### src/rtl/priority_irq_encoder.sv
// Registered priority encoder for interrupt-style request lines.
// Captures request edges (or levels) into a pending register and presents the highest eligible index.
module priority_irq_encoder #(
  parameter int unsigned N      = 8,
  parameter int unsigned IDX_W  = 3,
  parameter int unsigned STICKY = 1
) (
  input  logic             clk,
  input  logic             rst,
  input  logic [N-1:0]     req,
  input  logic [N-1:0]     mask,
  output logic             out_valid,
  output logic [IDX_W-1:0] out_idx,
  input  logic             out_ready,
  output logic [N-1:0]     pending,
  output logic             any_pending
);

  typedef enum logic {
    IDLE,
    PRESENT
  } state_t;

  state_t             state;
  logic [N-1:0]       req_q;
  logic [N-1:0]       pend;
  logic [N-1:0]       rise;
  logic [N-1:0]       eligible;
  logic [N-1:0]       clr;
  logic [IDX_W-1:0]   win_idx;
  logic               win_any;
  logic               hs;

  assign hs          = out_valid & out_ready;
  assign rise        = req & ~req_q;
  assign eligible    = pend & mask;
  assign pending     = pend;
  assign any_pending = |pend;

  // Ascending scan so the last (highest) set index overrides lower ones.
  always_comb begin
    win_idx = '0;
    win_any = |eligible;
    for (int unsigned i = 0; i < N; i++) begin
      if (eligible[i]) win_idx = IDX_W'(i);
    end
  end

  always_comb begin
    clr = '0;
    for (int unsigned i = 0; i < N; i++) begin
      clr[i] = hs && (out_idx == IDX_W'(i));
    end
  end

  always_ff @(posedge clk) begin
    if (rst) begin
      req_q     <= req;
      pend      <= '0;
      out_valid <= 1'b0;
      out_idx   <= '0;
      state     <= IDLE;
    end else begin
      req_q <= req;
      // A new edge on the bit being acknowledged wins over its clear.
      if (STICKY != 0) pend <= (pend & ~clr) | rise;
      else             pend <= req;

      case (state)
        IDLE: begin
          if (win_any) begin
            out_idx   <= win_idx;
            out_valid <= 1'b1;
            state     <= PRESENT;
          end
        end
        PRESENT: begin
          if (hs) begin
            out_valid <= 1'b0;
            state     <= IDLE;
          end
        end
        default: state <= IDLE;
      endcase
    end
  end

endmodule

### config.mk
export PLATFORM = sky130hd
export DESIGN_NAME = priority_irq_encoder
export DESIGN_NICKNAME = d
export VERILOG_FILES = /design/src/rtl/priority_irq_encoder.sv
export SDC_FILE = /design/constraint.sdc
export NUM_CORES = 1
export LEC_CHECK = 0
export BUFFER_PORTS_ARGS = -buffer_cell sky130_fd_sc_hd__clkbuf_2
export CORE_MARGIN = 8
export CORE_UTILIZATION = 40
export DETAILED_ROUTE_END_ITERATION = 6
export GPL_ROUTABILITY_DRIVEN = 0
export PLACE_DENSITY = 0.68
export SLEW_MARGIN = 40
export SYNTH_ARGS = -nofsm -noshare
export SYNTH_HDL_FRONTEND = slang
export SYNTH_SLANG_ARGS = --single-unit
### constraint.sdc
create_clock -name clk -period 1.6 [get_ports clk]
set_clock_uncertainty 0.2 [all_clocks]
set_input_delay 0.32 -clock clk [delete_from_list [all_inputs] [get_ports clk]]
set_output_delay 0.32 -clock clk [all_outputs]
set_load 0.05 [all_outputs]
-- Yosys cells after proc, flatten, opt, wreduce, memory -nomap -nowiden
Index checks and enable logic that the tools add are counted.
- shifts and indexed selects: 0
- reduce and logical (&&, ||, !) cells: 13
- multiplexer cells: 13
- div/mod/pow operators: 0
- bitwise operators: 8
- add/subtract/negate cells: 0
- order comparisons: 0
- multipliers: 0
- equality and inequality tests: 9
- operators with widths (operator ; number):
    $and 8x8->8 ; 3
    $mux 3 ; 6
    $not 8->8 ; 2
    $reduce_or 8->1 ; 2
    $eq 3x3->1 const B ; 4
    $logic_and 1x1->1 ; 8
    $or 8x8->8 ; 1
    $eq 3x2->1 const B ; 2
    $mux 1 ; 5
    $pmux 1 s2 ; 2
    $reduce_and 2->1 ; 2
    $eq 3x1->1 const B ; 1
    $logic_not 3->1 ; 1
    $ne 2x1->1 const B ; 1
    $ne 2x2->1 const B ; 1
    $and 1x1->1 ; 1
    $not 1->1 ; 1
- memory bits (writable): 0
- output and inout bits: 13
- bits in read-only memories: 0
- word-level logic and storage cells: 48
- register bits after elaboration: 21
- memories kept: 0
- latch bits: 0
- bits of input ports: 19

-- Depth between registers and ports, before layout
Gate-level depths: netlist (run 1).
- word-level depth: 8
- depth in mapped cells: 4
- mapped depth without buffers: 4

-- Least setup slack after synthesis (run 1)
OpenSTA, ideal clock, no wires.
- path kind: register -> output
- start: reg pend[6] (netlist: pending[6])
- end: out any_pending
- buffers on the path: 0
- data arrival time: 1.204 ns
- cell stages (with the launch flop): 3
- slack: -0.124 ns
- data required time: 1.080 ns
- cell sequence: dfxtp_1 > nor4_1 > nand2_1
- word-level cells in the longest chain between the ends: 1
- RTL lines (item ; RTL line ; source):
    start, declared ; 26 ; logic [N-1:0] pend;
    start signal, assigned ; 66 ; if (STICKY != 0) pend <= (pend & ~clr) | rise;
    start signal, assigned ; 67 ; else pend <= req;
    $reduce_or 8->1 ; 38 ; assign any_pending = |pend;
    end, declared ; 16 ; output logic any_pending
Every way passes these cells.

-- Worst setup path after layout (run 1)
- start: reg pend[0] (netlist: pending[0])
- end: out any_pending
The elaborated chain is that of the path after synthesis.

==> results.md, run 1 <==
- In this run the standard cell core region covers around 1900 um2.
- The portion of synthesized cell area occupied by the leading cell type is 0.518.
- In the final layout, the share of cells above drive strength 1 is 0.472.
- The critical path data required time is 1.08 ns.
- In the global route stage, overall resource usage came out at 0.106.
- The routed via count is around 770.
- The max-slew violation total from the final report was 0.
- The die span in y is 61.1 um.
- The maximum buffer depth of the clock tree is 2.
- The HPWL after detailed placement is ~1500 um.
- The worst min-delay path endpoint is out_valid$_SDFFE_PP0P_.
- The register bit total from synthesis is 21.
- Entering global routing, the biggest net connects 14 pins.
- For this run, the register share of the synthesized area comes to 0.518.
- Averaged over all synthesized cells, the footprint is 10.3 um2.
- The cell area that synthesis handed to floorplanning was just over 800 um2.
- After detailed routing, the number of remaining DRC violations is 0.
- The number of unique standard cell types used by synthesis is 20.
- The clock transition at the register clock pins on the worst setup and hold paths after CTS is approximately 0.12 ns.
- 0 antenna diodes ended up in the layout.
- Summed over all instances, the cell type with the most area after synthesis is dfxtp_1.
- The layout net count is 147.
- The number of input and output port buffers inserted is 31.
- CTS built an H-tree with a depth of 1.
- The total congestion overflow is 0.
- The start point of the worst hold path is out_ready.
- The arrival time at the worst endpoint is approximately 1.2 ns.
- For this run, the share of the core covered by cells in the final layout is 0.635.
- The die width is ~60 um.
- The highest attainable clock frequency is 0.579 GHz.
- The synthesized netlist cell count is 79.
- In the post-route analysis, the smallest setup slack over all paths is -0.126 ns.
- The number of inserted filler cells in the final layout is between 150 and 200.
- In this run the worst hold path is classified as primary input to flop.
- Wires add up to 2090 um.
- The maximum net fanout on the critical path is 2.
- The total clock buffers created by CTS is 3.
- The initial antenna violation count is 0.
- In this run the power density over the cells is roughly 1000 nW/um2.
- The count of TritonRoute iterations in the first routing pass is 4.
- In this run, the number of DRC markers left after iteration 0 of detailed routing was 19.
- TritonCTS built the clock tree.
- Before CTS, the worst setup slack after placement is 0.104 ns.
- The count of antenna-violating nets left after detailed routing is 0.
- The fraction of synthesis flops using an asynchronous set or reset pin is 0.
- The design internal power is ~0.81 mW.
- The element type at the critical path start is a flop.
- The worst path in the final design needs a cycle of around 1.7 ns, including I/O delays and setup.
- The fraction of the cycle the final worst path needs is 1.08.
- The number of maximum-capacitance violations is 0.
- The flow ran to the end, but the final reports show violations.
- The minimum setup slack among reg-to-reg paths is 0.03 ns.
- In the post-synthesis netlist, the biggest area contributors are dfxtp_1 (52%), nand2b_1 (9.2%), a21oi_1 (6.8%).
- At the later pin of the worst-skew pair, clock insertion delay measures roughly 0.30 ns.
- The worst register-to-register path begins at pending[6]$_SDFF_PP0_.
- The initial utilization of the core area, before any placement, comes to 0.418.
- The number of I/O pins is 32.
- The first-pass GRT wire length is between 3000 and 4000 um.
- In this run the static leakage power is 0.534 nW.
- The root buffer cell chosen for the clock tree is clkbuf_4.
- The measured slew at the worst slew-check pin is roughly 0.28 ns.
- The tightest hold path in the finished design has a slack of ~0.13 ns.
- The final number of setup-violating endpoints is 2.
- In this run the tightest slew margin relative to its limit is 0.811.
- IR analysis of the VDD net gives a maximum drop of 0.669 mV.
- The critical path is of the flop to output port type.
- The share of total power dissipated in combinational logic is 0.296.
- The die covers approximately 3700 um2.
- The main flop type after synthesis is dfxtp_1.
- Of the total power, the share spent switching nets is 0.344.
- Traced cell by cell, the critical path runs through nor4_4, nand2_1, buf_8.
- Setup repair after global routing could not meet its margin everywhere.
- The endpoint class of the critical path is an output port.
- In this run the critical register-to-register path is captured at out_idx[2]$_SDFFE_PP0P_.
- The sequential group share of total power is 0.506.
- From synthesis to final layout, the design area changed by 51.8%.
- The final reports fail on negative setup slack.
- The count of clock tree sinks is 21.
- For the worst flop-to-flop path, the logic depth is 6.
- Counting instances, the worst hold path has a depth of 4.
- The routed length per instance is between 10 and 15 um.
- Yosys mapped a number of flops with a built-in enable equal to 0.
- Yosys instantiated no cell more often than dfxtp_1.
- The post-detailed-route via-to-cell ratio is 4.97.
- The via count of the first global-routing pass is between 600 and 700.
- The total count of hold-check failures in the final report came to 0.
- The net count after synthesis is between 90 and 100.
- Of the total power, the clock network draws 0.199.
- The largest individual stage delay along the critical path comes from the cell dfxtp_4.
- On the worst path, the slowest cell contributes a delay of around 0.37 ns.
- After synthesis, the most frequently instantiated cells are dfxtp_1 (21), nand2b_1 (12), a21oi_1 (11).
- The Yosys warning count is 0.
- Row generation in the floorplan step produced 16 rows.
- For this design the total switching power over the nets is around 0.42 mW.
## layout make-up
| type | count | area (um2) | share of cell area |
|---|---|---|---|
| clock buffers | 3 | 22.5 | 0.0183 |
| repair buffers | 45 | 307 | 0.249 |
| well taps | 27 | 33.8 | 0.0274 |
| multi-input cells | 57 | 418 | 0.339 |
| clock inverters | 1 | 5.00 | 0.00406 |
| flip-flops and latches | 21 | 447 | 0.362 |
## cell families after synthesis
group / share of synthesized area
and+or+nand+nor: 0.176
DFF: 0.518
buffers and inverters: 0.00462
AOI/OAI and AO/OA: 0.302
## sequential cells by signal, indices dropped and copies added (netlist names)
signal,count
state,1
pending,8
req_q,8
out_idx,3
out_valid,1
## repair_timing
item	in CTS	in global routing
gates resized for setup	15	7
endpoints found under the hold margin	8	0
hold buffers	8	0
buffers inserted	4	2
pin swaps	2	3
setup endpoints to repair	3	3
## critical path, delay by kind of cell (launching register included)
family / cells / cell delay (ns)
DFF: 1 / 0.37
buffers and inverters: 1 / 0.17
and+or+nand+nor: 2 / 0.38
## stage by stage
stage	TNS [ns]	cell area, um2	instances	total power, mW
CTS	-0.147	1200	152	1.23
global route	-0.312	1230	154	1.29
finish	-0.138	1230	154	1.23
detailed placement	0	1010	136	0.940
global placement	0	1010	136	0.936
floorplan	0	823	79	0.848
## power groups by stage
stage | clock network, mW | logic, mW | registers, mW
2_1_floorplan | 0 | 0.118 | 0.730
3_3_place_gp | 0 | 0.301 | 0.636
3_5_place_dp | 0 | 0.304 | 0.637
4_1_cts | 0.257 | 0.354 | 0.620
5_1_grt | 0.276 | 0.388 | 0.630
6_report | 0.245 | 0.364 | 0.623
## metal layers
metal,global-route usage,vias up,routed length [um]
met2,0.173,34,1000
met4,0.0299,0,2
met3,0.0376,2,210
li1,-,386,-
met1,0.128,344,874
met5,0,-,0
## cell usage in the layout, fill, tap and decap left out
cell type	Yosys	final
clkbuf_4	0	7
o31ai_1	2	2
dfxtp_2	0	6
dlygate4sd3_1	0	8
nand2_1	7	7
a211oi_1	1	1
nor4_4	0	2
a22oi_2	2	2
clkbuf_2	0	24
buf_6	0	1
a21oi_1	11	11
a32o_1	2	2
clkinv_2	0	1
nor2_1	3	3
dfxtp_1	21	10
dfxtp_4	0	5
nor2_2	1	1
buf_2	0	1
a31oi_1	1	1
o21ai_0	6	6
a311oi_1	1	1
a22oi_4	2	2
or2_1	1	1
a41oi_4	1	1
a21o_1	1	1
nand3_1	1	1
buf_8	0	1
nand2b_1	12	12
buf_4	0	6
## how the worst max path moves through the flow
stage,start,to,slack (ns),depth (start not counted)
CTS,pending[0]$_SDFF_PP0_,any_pending,-0.15,3
global placement,pending[6]$_SDFF_PP0_,any_pending,0.14,3
global route,pending[7]$_SDFF_PP0_,any_pending,-0.19,3
finish,pending[0]$_SDFF_PP0_,any_pending,-0.13,3
detailed placement,pending[4]$_SDFF_PP0_,any_pending,0.10,3
floorplan,pending[4]$_SDFF_PP0_,any_pending,0.05,2
Note: power is estimated with default switching activity, not from simulation.
==> run 2: changes to the inputs <==
ABC_AREA = 1   (was unset)
CAP_MARGIN = 0   (was unset)
CORE_UTILIZATION = 46   (was 40)
PLACE_DENSITY = 0.75   (was 0.68)
==> results.md, run 2 <==
- The run finished, with violations left.
- The final reports fail on negative setup slack.
- The initial cell density of the core is 0.491 (+0.0729).
- The maximum buffer depth of the clock tree is 2 (unchanged).
- Leaving out fill and tap cells, the most frequent cells in the layout are clkbuf_2 (30), nand2_1 (26), inv_1 (16).
- The count of TritonRoute iterations in the first routing pass came to 4 (unchanged).
- The synthesized netlist cell count is 109 (+38%).
- The largest incremental delay on the critical path is 0.36 ns (about the same).
- The arrival time at the worst endpoint is 1.24 ns (+0.03 ns).
- The number of unique standard cell types used by synthesis is 17 (-15%).
- The critical path data required time was 1.08 ns (about the same).
- The worst flop-to-flop path endpoint is out_idx[0]$_SDFFE_PP0P_.
- In the synthesized netlist the dominant register cell turns out to be dfxtp_1.
- The first-pass GRT wire length is 3290 um (+8.2%).
- The count of clock tree sinks came to 21 (unchanged).
- The fraction of the cycle the final worst path needs is 1.10 (+0.0183).
- The post-place setup slack is 0.108 ns (+0.00369 ns).
- In this run the most critical hold path is launched from rst.
- The summed instance area of the synthesized netlist is 857 um2 (+5.5%).
- The share of the yosys chip area belonging to registers came to 0.491 (-0.0272).
- The power per standard cell area is 989 nW/um2 (-1.2%).
- The total die area came to 3500 um2 (-6.1%).
- The global router's overall resource usage is 0.122 (+0.0154).
- Setup repair after global routing could not meet its margin everywhere.
- The total count of hold-check failures in the final report is 0 (unchanged).
- The detailed-route wire length is 2230 um (+6.8%).
- The Yosys warning count is 0 (unchanged).
- The number of flops mapped to enable cells by yosys is 0 (unchanged).
- The tightest min-delay check is of the primary input to flop type.
- The number of buffer and inverter instances along the worst setup path is 1 (unchanged).
- The max-slew headroom at the worst pin was 0.793 (-0.0174).
- On the critical path, the stage with the largest delay is an instance of dfxtp_2.
- The number of design-rule violations left by the first detailed-router iteration is 15 (-4).
- The synthesized design spends more area on one cell type than any other, namely dfxtp_1.
- The register bit total from synthesis is 21 (unchanged).
- The fraction of layout instances using a drive strength above 1 was 0.406 (-0.0660).
- The count of antenna-violating nets left after detailed routing is 0 (unchanged).
- The layout net count is 175 (+19%).
- The final number of setup-violating endpoints is 1 (-1).
- The fraction of synthesis flops using an asynchronous set or reset pin came to 0 (unchanged).
- The maximum net fanout on the critical path is 4 (+2).
- The maximum VDD drop is 0.801 mV (+20%).
- The kind of critical path is flop to output port.
- TritonCTS built the clock tree.
- By area the synthesized netlist is led by dfxtp_1 (49%), nand2_1 (11%), inv_1 (7.0%).
- The logic depth of the worst register-to-register path is 9 (+3).
- The total clock buffers created by CTS was 3 (unchanged).
- The final critical path time including I/O delays and setup is 1.76 ns (+0.0292 ns).
- The net count after synthesis was 128 (+31%).
- The static leakage is 0.620 nW (+16%).
- The endpoint class of the critical path is an output port.
- The HPWL after detailed placement is 1650 um (+7.3%).
- The routed length per instance was 12.4 um (-8.6%).
- The core region area is 1750 um2 (-10%).
- The routed via count is 865 (+13%).
- Compared with the post-synthesis result, the final layout area differs by 42.3%.
- The number of cells on the worst hold path was 4 (unchanged).
- The element type at the critical path start is a flop.
- The post-detailed-route via-to-cell ratio was 4.81 (-3.4%).
- The number of inserted filler cells in the final layout is 143 (-11%).
- The diode insertion count for antenna repair is 0 (unchanged).
- The number of cell rows is 15 (-1).
- The DRC violation count after routing is 0 (unchanged).
- The filler-free cell count of the finished design was 180 (+17%).
- In this design, the largest share of critical-path delay is due to simple AND/OR/NAND/NOR gates.
- The sum of internal, switching and leakage power was 1.21 mW (-2.2%).
- The total congestion overflow is 0 (unchanged).
- The number of I/O pins is 32 (unchanged).
- The worst hold slack across all endpoints is 0.0895 ns (-0.0436 ns).
- The clock latency on the worst-skew pair was 0.30 ns (about the same).
- The H-tree level count is 1 (unchanged).
- The minimum setup slack among reg-to-reg paths is 0.23 ns (+0.20 ns).
- The multi-input gate area in the final layout is 390 um2 (-6.6%).
- The average cell area after synthesis came to 7.86 um2 (-24%).
- The die width is 59.2 um (-3.1%).
- The portion of synthesized cell area occupied by the leading cell type was 0.491 (-0.0272).
- The most common cell after layout, fill and taps aside is clkbuf_2.
- The number of input and output port buffers inserted is 31 (unchanged).
- The via count of the first global-routing pass is 794 (+14%).
- The slack of the critical path is -0.156 ns (-0.0292 ns).
- The worst min-delay path endpoint is out_idx[0]$_SDFFE_PP0P_.
- In this run the clock root is driven by a clkbuf_4.
- The initial antenna violation count is 0 (unchanged).
- The highest attainable clock frequency is 0.570 GHz (-1.7%).
- In the post-synthesis netlist, the cell with the most instances is nand2_1.
- The critical path goes through nor4_4, nand2_1, buf_8.
- The die span in y is 59.2 um (-3.1%).
- The commonest cells after synthesis are nand2_1 (26), dfxtp_1 (21), inv_1 (16).
- The core occupancy in the finished layout came to 0.699 (+0.0643).
- The worst register-to-register path begins at pending[4]$_SDFF_PP0_.
- The clock transition at the register clock pins on the worst setup and hold paths after CTS is 0.11 ns (about the same).
- The largest net degree at the start of global routing is 12 (-2).
- The number of cells in the design after placement is 165 (+21%).
- The sequential cell area is 433 um2 (-3.1%).
- The number of maximum-capacitance violations came to 0 (unchanged).
- The max-slew violation total from the final report was 0 (unchanged).
- The measured slew at the worst slew-check pin came to 0.307 ns (+0.0237 ns).
## run 2: cell count changes in the layout (fill, tap and decap cells not counted), sizes merged, moves of 4 or more
cell	change
nand2	+29
buf	-4
o21ai	+4
nand2b	-12
inv	+17
a22oi	-4
## run 2: cells by family after synthesis
logic type / share of synthesized area
DFF: 0.491
and+or+nand+nor: 0.285
AOI/OAI and AO/OA: 0.146
buffers and inverters: 0.0788
## run 2: worst max path at each step
stage	from	end	cells past startpoint	slack, ns
2_1_floorplan	pending[4]$_SDFF_PP0_	any_pending	2	0.07
3_3_place_gp	pending[6]$_SDFF_PP0_	any_pending	3	0.14
3_5_place_dp	pending[6]$_SDFF_PP0_	any_pending	3	0.11
4_1_cts	pending[2]$_SDFF_PP0_	any_pending	3	-0.13
5_1_grt	pending[0]$_SDFF_PP0_	any_pending	3	-0.20
6_report	pending[0]$_SDFF_PP0_	any_pending	3	-0.16
## run 2: worst min-delay path: cells and delay by family
kind / cells / cell delay (ns)
buffers and inverters: 2 / 0.13
and+or+nand+nor: 2 / 0.11
## run 2: final cells by class
type                            instances  area share
Inverter                               17      0.0523
Sequential cell                        21       0.355
Tap cell                               25      0.0256
Clock buffer                            4      0.0215
Timing Repair Buffer                   43       0.226
Multi-Input combinational cell         70       0.320
## run 2: repair_timing
| item | in CTS | in global routing |
|---|---|---|
| endpoints found under the setup margin | 1 | 1 |
| gates resized for setup | 3 | 4 |
| pin swaps | 2 | 1 |
| gates cloned | 0 | 0 |
| hold buffers | 8 | 0 |
| setup buffers | 2 | 1 |
| endpoints found under the hold margin | 8 | 0 |
## run 2: power breakdown
group / switching [mW] / internal (mW) / total, mW
combinational: 0.230 / 0.122 / 0.352
clock: 0.153 / 0.0973 / 0.251
sequential: 0.0367 / 0.567 / 0.603
total: 0.420 / 0.786 / 1.21
## run 2: per-layer routing
layer / vias up / share of wire / global-route usage / wire length, um
met4: 0 / 0.029 / 0.0410 / 65
met2: 30 / 0.49 / 0.220 / 1100
met3: 8 / 0.067 / 0.0456 / 150
met5: - / 0 / 0 / 0
li1: 434 / - / - / -
met1: 393 / 0.41 / 0.125 / 920
## run 2: through the flow
stage               setup TNS, ns  instance area (um2)
global route               -0.196                 1220
global placement                0                 1060
detailed placement              0                 1060
CTS                        -0.127                 1190
floorplan                       0                  867
finish                     -0.156                 1220
==> run 3: changes to the inputs <==
ABC_AREA = unset   (was 1)
PLACE_DENSITY = 0.76   (was 0.75)
==> results.md, run 3 (same netlist as run 1, synthesis figures left out) <==
- The count of clock tree sinks is 21 (unchanged).
- The slack of the critical path came to -0.126 ns (+0.0295 ns).
- The multi-input gate area in the final layout came to 409 um2 (+4.8%).
- The HPWL after detailed placement was 1550 um (-6.3%).
- The total die area came to 3370 um2 (-3.8%).
- The core region area was 1690 um2 (-3.2%).
- The clock latency on the worst-skew pair is 0.31 ns (about the same).
- The first-pass GRT wire length came to 3370 um (+2.5%).
- The met3 layer usage reported by global route came to 0.0331 (-0.0124).
- The layer flagged by global routing as most heavily used is met2.
- The die width is 58.0 um (-1.9%).
- The fraction of met1 tracks used by global routing was 0.139 (+0.0144).
- The diode insertion count for antenna repair is 0 (unchanged).
- The count of antenna-violating nets left after detailed routing is 0 (unchanged).
- The maximum net fanout on the critical path is 2 (-2).
- The global router's overall resource usage is 0.128 (+0.00666).
- The arrival time at the worst endpoint is 1.21 ns (-0.03 ns).
- The routed length per instance was 15.2 um (+22%).
- The most common cell after layout, fill and taps aside is clkbuf_2.
- The max-slew headroom at the worst pin is 0.812 (+0.0182).
- The highest attainable clock frequency is 0.579 GHz (+1.7%).
- The met2 track utilization from global routing is 0.215 (-0.00466).
- The maximum VDD drop was 0.746 mV (-6.9%).
- The number of cell rows is 15 (unchanged).
- The number of I/O pins was 32 (unchanged).
- The power per standard cell area is 1040 nW/um2 (+4.9%).
- The run finished, with violations left.
- The post-detailed-route via-to-cell ratio is 5.55 (+15%).
- The final reports fail on negative setup slack.
- The clock tree from TritonCTS is done.
- The max-slew violation total from the final report is 0 (unchanged).
- The total count of hold-check failures in the final report was 0 (unchanged).
- The fraction of the cycle the final worst path needs came to 1.08 (-0.0184).
- STA classifies the critical path startpoint as a flop.
- Setup repair after global routing could not meet its margin everywhere.
- The class of the worst hold path is primary input to flop.
- The maximum buffer depth of the clock tree is 2 (unchanged).
- The final number of setup-violating endpoints is 1 (unchanged).
- The clock transition at the register clock pins on the worst setup and hold paths after CTS is 0.11 ns (about the same).
- The layout net count is 145 (-17%).
- The final critical path time including I/O delays and setup is 1.73 ns (-0.0295 ns).
- The total congestion overflow is 0 (unchanged).
- The count of TritonRoute iterations in the first routing pass is 4 (unchanged).
- The H-tree level count is 1 (unchanged).
- The sequential cell area is 444 um2 (+2.6%).
- The number of maximum-capacitance violations is 0 (unchanged).
- The largest net degree at the start of global routing is 14 (+2).
- STA classifies the critical path endpoint as an output port.
- The number of design-rule violations left by the first detailed-router iteration is 26 (+11).
- The core occupancy in the finished layout is 0.705 (+0.00626).
- The root buffer cell chosen for the clock tree is clkbuf_4.
- The fraction of layout instances using a drive strength above 1 is 0.456 (+0.0495).
- The routed via count was 788 (-8.9%).
- The via count of the first global-routing pass is 753 (-5.2%).
- The detailed-route wire length is 2150 um (-3.5%).
- The measured slew at the worst slew-check pin is 0.282 ns (-0.0250 ns).
- The layout overhead on the synthesized area is 46.7%.
- The static leakage is 0.516 nW (-17%).
- The DRC violation count after routing was 0 (unchanged).
- The number of inserted filler cells in the final layout is 129 (-9.8%).
- The total clock buffers created by CTS is 3 (unchanged).
- The initial antenna violation count is 0 (unchanged).
- The top cell types in the final layout, fill and taps aside, are clkbuf_2 (24), nand2b_1 (12), a21oi_1 (11).
- The die span in y is 58.0 um (-1.9%).
- The sum of internal, switching and leakage power is 1.24 mW (+2.4%).
- The worst hold slack across all endpoints was 0.139 ns (+0.0498 ns).
- The number of input and output port buffers inserted is 31 (unchanged).
- The kind of critical path is flop to output port.
- The initial cell density of the core came to 0.481 (-0.0103).
- The critical path data required time came to 1.08 ns (about the same).
-- run 3: area by class of cell --
type,instances,share of cell area
Sequential cell,21,0.373
Multi-Input combinational cell,57,0.343
Timing Repair Buffer,43,0.244
Clock buffer,4,0.0221
Tap cell,17,0.0179
-- run 3: per-stage QoR --
step	std cells	worst slack (ns)	setup TNS, ns	cell area, um2
after floorplan	79	0.0504	0	823
after global placement	126	0.143	0	996
after detailed placement	126	0.136	0	996
after CTS	141	-0.132	-0.132	1170
after global routing	142	-0.189	-0.192	1190
final	142	-0.126	-0.126	1190
-- run 3: worst paths after layout --
check / from / endpoint / slack, ns / cells after the start
setup / recovery: pending[6]$_SDFF_PP0_ / any_pending / -0.13 / 3
hold / removal: out_ready / out_valid$_SDFFE_PP0P_ / 0.14 / 4
setup reg to reg: pending[4]$_SDFF_PP0_ / out_idx[2]$_SDFFE_PP0P_ / 0.10 / 5
hold reg to reg: req_q[3]$_DFF_P_ / pending[3]$_SDFF_PP0_ / 0.29 / 2
-- run 3: worst max-delay path: stages (launching register included) --
cell and delay, ns:
dfxtp_4 0.36, nor4_2 0.26, nand2_1 0.12, buf_8 0.17
-- run 3: timing repair --
action	CTS	global route
setup buffers	3	1
hold endpoints to repair	8	0
gates resized for setup	13	7
hold buffers	8	0
gates cloned	0	0
pin swaps	0	1
setup endpoints to repair	3	2
-- run 3: power by group --
| group | internal (mW) | leakage, nW | switching [mW] |
|---|---|---|---|
| Combinational | 0.139 | 0.321 | 0.217 |
| Clock | 0.0974 | 0.0150 | 0.158 |
| Sequential | 0.570 | 0.180 | 0.0534 |
-- run 3: routing by layer --
layer  vias up  part of all wire
li1        381                 -
met1       375              0.40
met2        27              0.52
met3         5             0.065
met4         0             0.020
met5         -                 0
